[src/rtl/axis_s_pkt.sv]
// AXI-Stream slave ingress buffer: FWFT storage with occupancy/packet counts and an
// optional store-and-forward mode whose oversized packets fall back to cut-through.
module axis_s_pkt #(
   parameter int WIDTH    = 32,
   parameter int DEPTH    = 8,
   parameter int PKT_MODE = 0
) (
   input  logic                       clk,
   input  logic                       rst,
   input  logic [WIDTH-1:0]           s_axis_tdata,
   input  logic                       s_axis_tvalid,
   output logic                       s_axis_tready,
   input  logic                       s_axis_tlast,
   input  logic                       ready,
   output logic                       valid_out,
   output logic [WIDTH-1:0]           data_out,
   output logic                       last_out,
   output logic [$clog2(DEPTH):0]     level,
   output logic [$clog2(DEPTH):0]     pkt_count,
   output logic                       cut_through
);

   localparam int AW = $clog2(DEPTH);
   localparam int LW = AW + 1;
   localparam logic [LW-1:0] FULL = LW'(DEPTH);
   localparam logic [LW-1:0] ONE  = LW'(1);

   logic [WIDTH:0]  mem [DEPTH];
   logic [AW-1:0]   wr_ptr;
   logic [AW-1:0]   rd_ptr;
   logic [LW-1:0]   level_q;
   logic [LW-1:0]   pkt_q;
   logic            ct_q;
   logic [WIDTH:0]  head;
   logic            push;
   logic            pop;
   logic            push_last;
   logic            pop_last;
   logic            ct_set;

   assign head          = mem[rd_ptr];
   assign data_out      = head[WIDTH-1:0];
   assign last_out      = head[WIDTH];
   assign s_axis_tready = (level_q != FULL);
   // Stream mode ignores packet boundaries; packet mode waits for a whole packet
   // unless the fallback is active.
   assign valid_out     = (level_q != '0) &&
                          ((PKT_MODE == 0) || (pkt_q != '0) || ct_q);
   assign push          = s_axis_tvalid & s_axis_tready;
   assign pop           = ready & valid_out;
   assign push_last     = push & s_axis_tlast;
   assign pop_last      = pop & last_out;
   assign ct_set        = (level_q == FULL) && (pkt_q == '0);
   assign level         = level_q;
   assign pkt_count     = pkt_q;
   assign cut_through   = ct_q;

   always_ff @(posedge clk) begin
      if (push) mem[wr_ptr] <= {s_axis_tlast, s_axis_tdata};
   end

   always_ff @(posedge clk) begin
      if (rst) begin
         wr_ptr  <= '0;
         rd_ptr  <= '0;
         level_q <= '0;
         pkt_q   <= '0;
         ct_q    <= 1'b0;
      end else begin
         if (push) wr_ptr <= wr_ptr + AW'(1);
         if (pop)  rd_ptr <= rd_ptr + AW'(1);

         case ({push, pop})
            2'b10:   level_q <= level_q + ONE;
            2'b01:   level_q <= level_q - ONE;
            default: level_q <= level_q;
         endcase

         case ({push_last, pop_last})
            2'b10:   pkt_q <= pkt_q + ONE;
            2'b01:   pkt_q <= pkt_q - ONE;
            default: pkt_q <= pkt_q;
         endcase

         // A full buffer with no complete packet could never drain otherwise.
         if (PKT_MODE == 0)  ct_q <= 1'b0;
         else if (pop_last)  ct_q <= 1'b0;
         else if (ct_set)    ct_q <= 1'b1;
      end
   end

endmodule

[config.mk]
export PLATFORM = sky130hd
export DESIGN_NAME = axis_s_pkt
export DESIGN_NICKNAME = d
export VERILOG_FILES = /design/src/rtl/axis_s_pkt.sv
export SDC_FILE = /design/constraint.sdc
export NUM_CORES = 1
export LEC_CHECK = 0
export CORE_ASPECT_RATIO = 1.75
export CORE_MARGIN = 5
export CORE_UTILIZATION = 50
export CTS_BUF_LIST = sky130_fd_sc_hd__clkbuf_2 sky130_fd_sc_hd__clkbuf_4 sky130_fd_sc_hd__clkbuf_8
export CTS_CLUSTER_DIAMETER = 60
export DETAILED_ROUTE_END_ITERATION = 8
export GPL_TIMING_DRIVEN = 0
export PLACE_DENSITY = 0.71
export SLEW_MARGIN = 25
export SYNTH_ARGS = -nofsm -noshare
export SYNTH_HDL_FRONTEND = slang
export SYNTH_SLANG_ARGS = --single-unit
[constraint.sdc]
create_clock -name clk -period 13.35 [get_ports clk]
set_input_delay 2.67 -clock clk [delete_from_list [all_inputs] [get_ports clk]]
set_output_delay 2.67 -clock clk [all_outputs]
set_load 0.05 [all_outputs]
Word-level counts from Yosys, hierarchy flattened

Memory sizes are Yosys's and may differ from the RTL's. A register that Yosys moved wholly into a read port is not among the register bits.
Index checks and enable logic that the tools add are counted.
Widths: inputs -> output; s select.

Input port bits: 37
Output and inout port bits: 44
Memory bits (writable): 264
Memories: 1
Register bits: 14
Bits in read-only memories: 0
Word-level logic and storage cells: 29
Latch bits: 0

Memories:

| name | depth | width | read ports | clocked after memory_dff | write ports | line | RTL |
|---|---|---|---|---|---|---|---|
| mem  | 8     | 33    | 1          | 1                        | 1           | 28   | `logic [WIDTH:0] mem [DEPTH];` |

Mux-type cells: 6
$lt $le $gt $ge: 0
Bitwise gates (word level): 4
$add $sub $neg: 6
Shift-type cells: 0
$mul: 0
Div/mod/pow operators: 0
Reduce and logical (&&, ||, !) cells: 3
Equality and inequality tests: 5

Operator list:

| kind                | count |
|---|---|
| $pmux 4 s2          | 2 |
| $add 4x1->4 const B | 2 |
| $sub 4x1->4 const B | 2 |
| $add 3x1->3 const B | 2 |
| $mux 3              | 2 |
| $and 1x1->1         | 4 |
| $eq 2x1->1 const B  | 2 |
| $eq 2x2->1 const B  | 2 |
| $ne 4x4->1 const B  | 1 |
| $reduce_bool 2->1   | 2 |
| $reduce_bool 4->1   | 1 |
| $mux 1              | 2 |

Logic depth before layout (Yosys ltp)

Word-level depth: 5
Gate-level depth with buffers: 11
Depth with buffers taken out: 10

Least setup slack after synthesis

OpenSTA, ideal clock, no wires.

Kind: input-to-reg
From: input s_axis_tvalid
To: memory mem[0][0] (netlist bit), enable pin
Stages on the path: 2
Arrival: 5.907 ns
Setup slack: 6.937 ns
Path through: nand2_4 nor4_1

Word-level cells in the longest chain between the ends: 3

Ends and longest elaborated chain:

| element                      | line | RTL |
|---|---|---|
| start: declaration           | 11   | `input logic s_axis_tvalid,` |
| $and 1x1->1                  | 49   | `assign push = s_axis_tvalid & s_axis_tready;` |
| $mux 1                       | 59   | `if (push) mem[wr_ptr] <= {s_axis_tlast, s_axis_tdata};` |
| $mux 1 (not written as such) | 59   |  |
| end: declaration             | 28   |  |

Every way passes these cells.

==> flow_summary.json <==
{
  "status": "completed",
  "grt_pass1_wl_mm": 33.00,
  "critPathMaxStageDelay_ns": 0.71,
  "netlist_area_um2": 11060,
  "post_cts_resized": 0,
  "slew_viol_final": 0,
  "grt_setup_unrepaired": "no",
  "max_freq_mhz": 175.9,
  "min_period_ns": 5.686,
  "row_count": 72,
  "cp-start-kind": "register",
  "p_total_uw": 2503,
  "setup-tns-final_ns": 0,
  "post-route-period-util": 0.4259,
  "core_area_um2": 21980,
  "antenna_cells": 0,
  "cts.sinks": 281,
  "drive_gt1_frac": 0.2470,
  "crit_chain": "clkbuf_1, buf_2, mux4_1, mux2_2, clkdlybuf4s50_1",
  "required_ns": 10.68,
  "track_usage": 0.1756,
  "crit_path_max_fanout": 10,
  "synth_area_per_cell_um2": 22.80,
  "nets": 683,
  "fillCellCount": 1607,
  "maxCapViolCount": 0,
  "crit_buf_inv": 3,
  "cp-end-kind": "primary output",
  "first_iter_violations": 279,
  "grt_max_degree": 19,
  "arrival_ns": 3.02,
  "synth-seq-cells": 281,
  "grt-ovfl-total": 0,
  "clock_latency_ns": 0.53,
  "cts_buffer_depth": 3,
  "critPathKind": "register to primary output",
  "setup_violations": 0,
  "route.detailed.drc": 0,
  "h-tree-depth": 2,
  "clock_skew_ns": 0.01981,
  "seq_area_frac_synth": 0.7477,
  "ant_nets": 0,
  "dr.pass1.iters": 4,
  "start_util": 0.5031,
  "peakVddDrop_uv": 149.3,
  "pin_count": 81,
  "port_buffers": 79,
  "syn_inst": 485,
  "clk_pin_slew_ns": 0.06,
  "hp-class": "register to register",
  "ys_warn_count": 0,
  "die_h_um": 206.7,
  "yosysUniqueCellTypes": 36,
  "antenna_found_initial": 0,
  "vias_per_cell": 5.532,
  "synth_ff_type": "edfxtp_1",
  "wl_per_cell_um": 22.10,
  "grt_pass1_vias": 5765,
  "hpwl_mm": 14.39,
  "slew_headroom": 0.3839,
  "num_vias": 5311,
  "worst_pin_slew_ns": 0.9165,
  "gp_congestion": 0.7145,
  "crit_family": "buffers and inverters",
  "synth_nets": 531,
  "syn2layout_area_growth_pct": 20.95,
  "fp.dieW_um": 122.4,
  "dieArea_um2": 25310,
  "postCtsSetupBuffers": 0,
  "cts_tree": "yes",
  "synth_edf_count": 264,
  "cts-root-buf": "clkbuf_8",
  "synthArstFlopShare": 0,
  "power_density_nw_per_um2": 187.2,
  "crit_slowest_cell": "clkdlybuf4s50_1",
  "wirelength_mm": 21.22,
  "cts_hold_buf": 0,
  "p_leak_uw": 0.004433,
  "hold_viol": 0,
  "cts_buffers": 40
}
-- stage by stage --
step                      hold slack, ns  setup slack, ns  instance area (um^2)    util  std cells
after floorplan                   0.4847            6.937                 11060       -        485
after global placement            0.4685            2.868                 12220  0.5559        860
after detailed placement          0.5085            8.143                 12580  0.5723        891
after CTS                         0.5219            7.582                 13380  0.6085        960
after global routing              0.5518            7.476                 13380  0.6085        960
final                             0.5305            7.664                 13380  0.6085        960
-- cells in the final DEF (no fill, tap or decap), drive strengths merged --
master / count
or3: 1
dfxtp: 17
a41oi: 1
fa: 1
xnor2: 1
o41ai: 1
nand3: 5
clkinv: 8
nor4b: 1
nand2b: 2
xor2: 8
ha: 8
nand2: 5
o41a: 1
and3: 1
nor3: 5
nor2: 17
nor4: 1
buf: 47
mux2i: 2
clkinvlp: 2
and2: 1
inv: 3
clkdlybuf4s50: 79
or4b: 1
o21ai: 1
a21oi: 8
conb: 1
nor2b: 1
o31ai: 1
bufinv: 2
mux4: 66
edfxtp: 264
mux2: 35
or4: 2
clkbuf: 64
-- path summary, 6_finish.rpt --
| path | start | endpoint | slack, ns | depth (start not counted) |
|---|---|---|---|---|
| worst min-delay path | pkt_count[3] | pkt_count[3] | 0.53 | 2 |
| worst min register to register | pkt_count[3] | pkt_count[3] | 0.53 | 2 |
| worst max-delay path | register | data_out[4] | 7.66 | 5 |
| worst max register to register | register | pkt_count[3] | 10.35 | 9 |
-- routing by layer --
layer	global-route usage	share of wire	vias up
met5	0	0	-
met4	0.05887	0.024	0
li1	-	-	2377
met2	0.3102	0.54	141
met3	0.02944	0.045	40
met1	0.2198	0.39	2753
-- report_power, final --
part / switching, uW / internal [uW] / total (uW)
Clock: 298 / 369 / 666
Combinational: 448 / 330 / 778
Sequential: 26.6 / 1030 / 1060
Total: 773 / 1730 / 2500
-- worst min-delay path, cell delays in order (launching register included) --
cell and delay, ns:
dfxtp_1 0.33, o31ai_1 0.09, a21oi_1 0.07
-- flip-flops by register name, summed over array words and instances, names as in the netlist, named ones only --
| signal | cells |
|---|---|
| pkt_count | 4 |
| rd_ptr | 3 |
| mem | 264 |
| wr_ptr | 3 |
| level | 4 |
-- cell families (layout without fill, tap and decap cells) --
logic type	after synthesis	count (layout)	share of synthesized area
xor+xnor	9	9	0.007129
simple gates	43	43	0.01969
other cells	1	1	0.0003391
mux	103	103	0.1916
fa+ha+maj	9	9	0.01086
flops	281	281	0.7477
compound gates	13	13	0.007355
buf+inv	26	205	0.01539
-- Yosys cell counts (2+ instances only) --
cell type | n | area share
edfxtp_1 | 264 | 0.72
mux4_1 | 58 | 0.14
mux2_2 | 35 | 0.036
dfxtp_1 | 17 | 0.031
nor2_1 | 17 | 0.0058
a21oi_1 | 8 | 0.0036
buf_6 | 8 | 0.0081
ha_1 | 8 | 0.0091
mux4_2 | 8 | 0.016
xor2_1 | 8 | 0.0063
buf_2 | 7 | 0.0032
clkbuf_1 | 7 | 0.0024
nand3_1 | 5 | 0.0023
nor3_1 | 5 | 0.0023
nand2_1 | 4 | 0.0014
inv_1 | 3 | 0.0010
mux2i_1 | 2 | 0.0018
nand2b_1 | 2 | 0.0011
or4_1 | 2 | 0.0014
-- final cells by class --
| class | instances | area (um^2) | share of cell area |
|---|---|---|---|
| Inverter | 3 | 11.26 | 0.0008419 |
| Sequential cell | 281 | 8268 | 0.6181 |
| Multi-Input combinational cell | 178 | 2669 | 0.1995 |
| Clock inverter | 12 | 110.1 | 0.008232 |
| Timing Repair Buffer | 110 | 1104 | 0.08251 |
| Buffer | 23 | 158.9 | 0.01188 |
| Tap cell | 296 | 370.4 | 0.02769 |
| Clock buffer | 57 | 684.4 | 0.05117 |
Note: power is estimated with default switching activity, not from simulation.
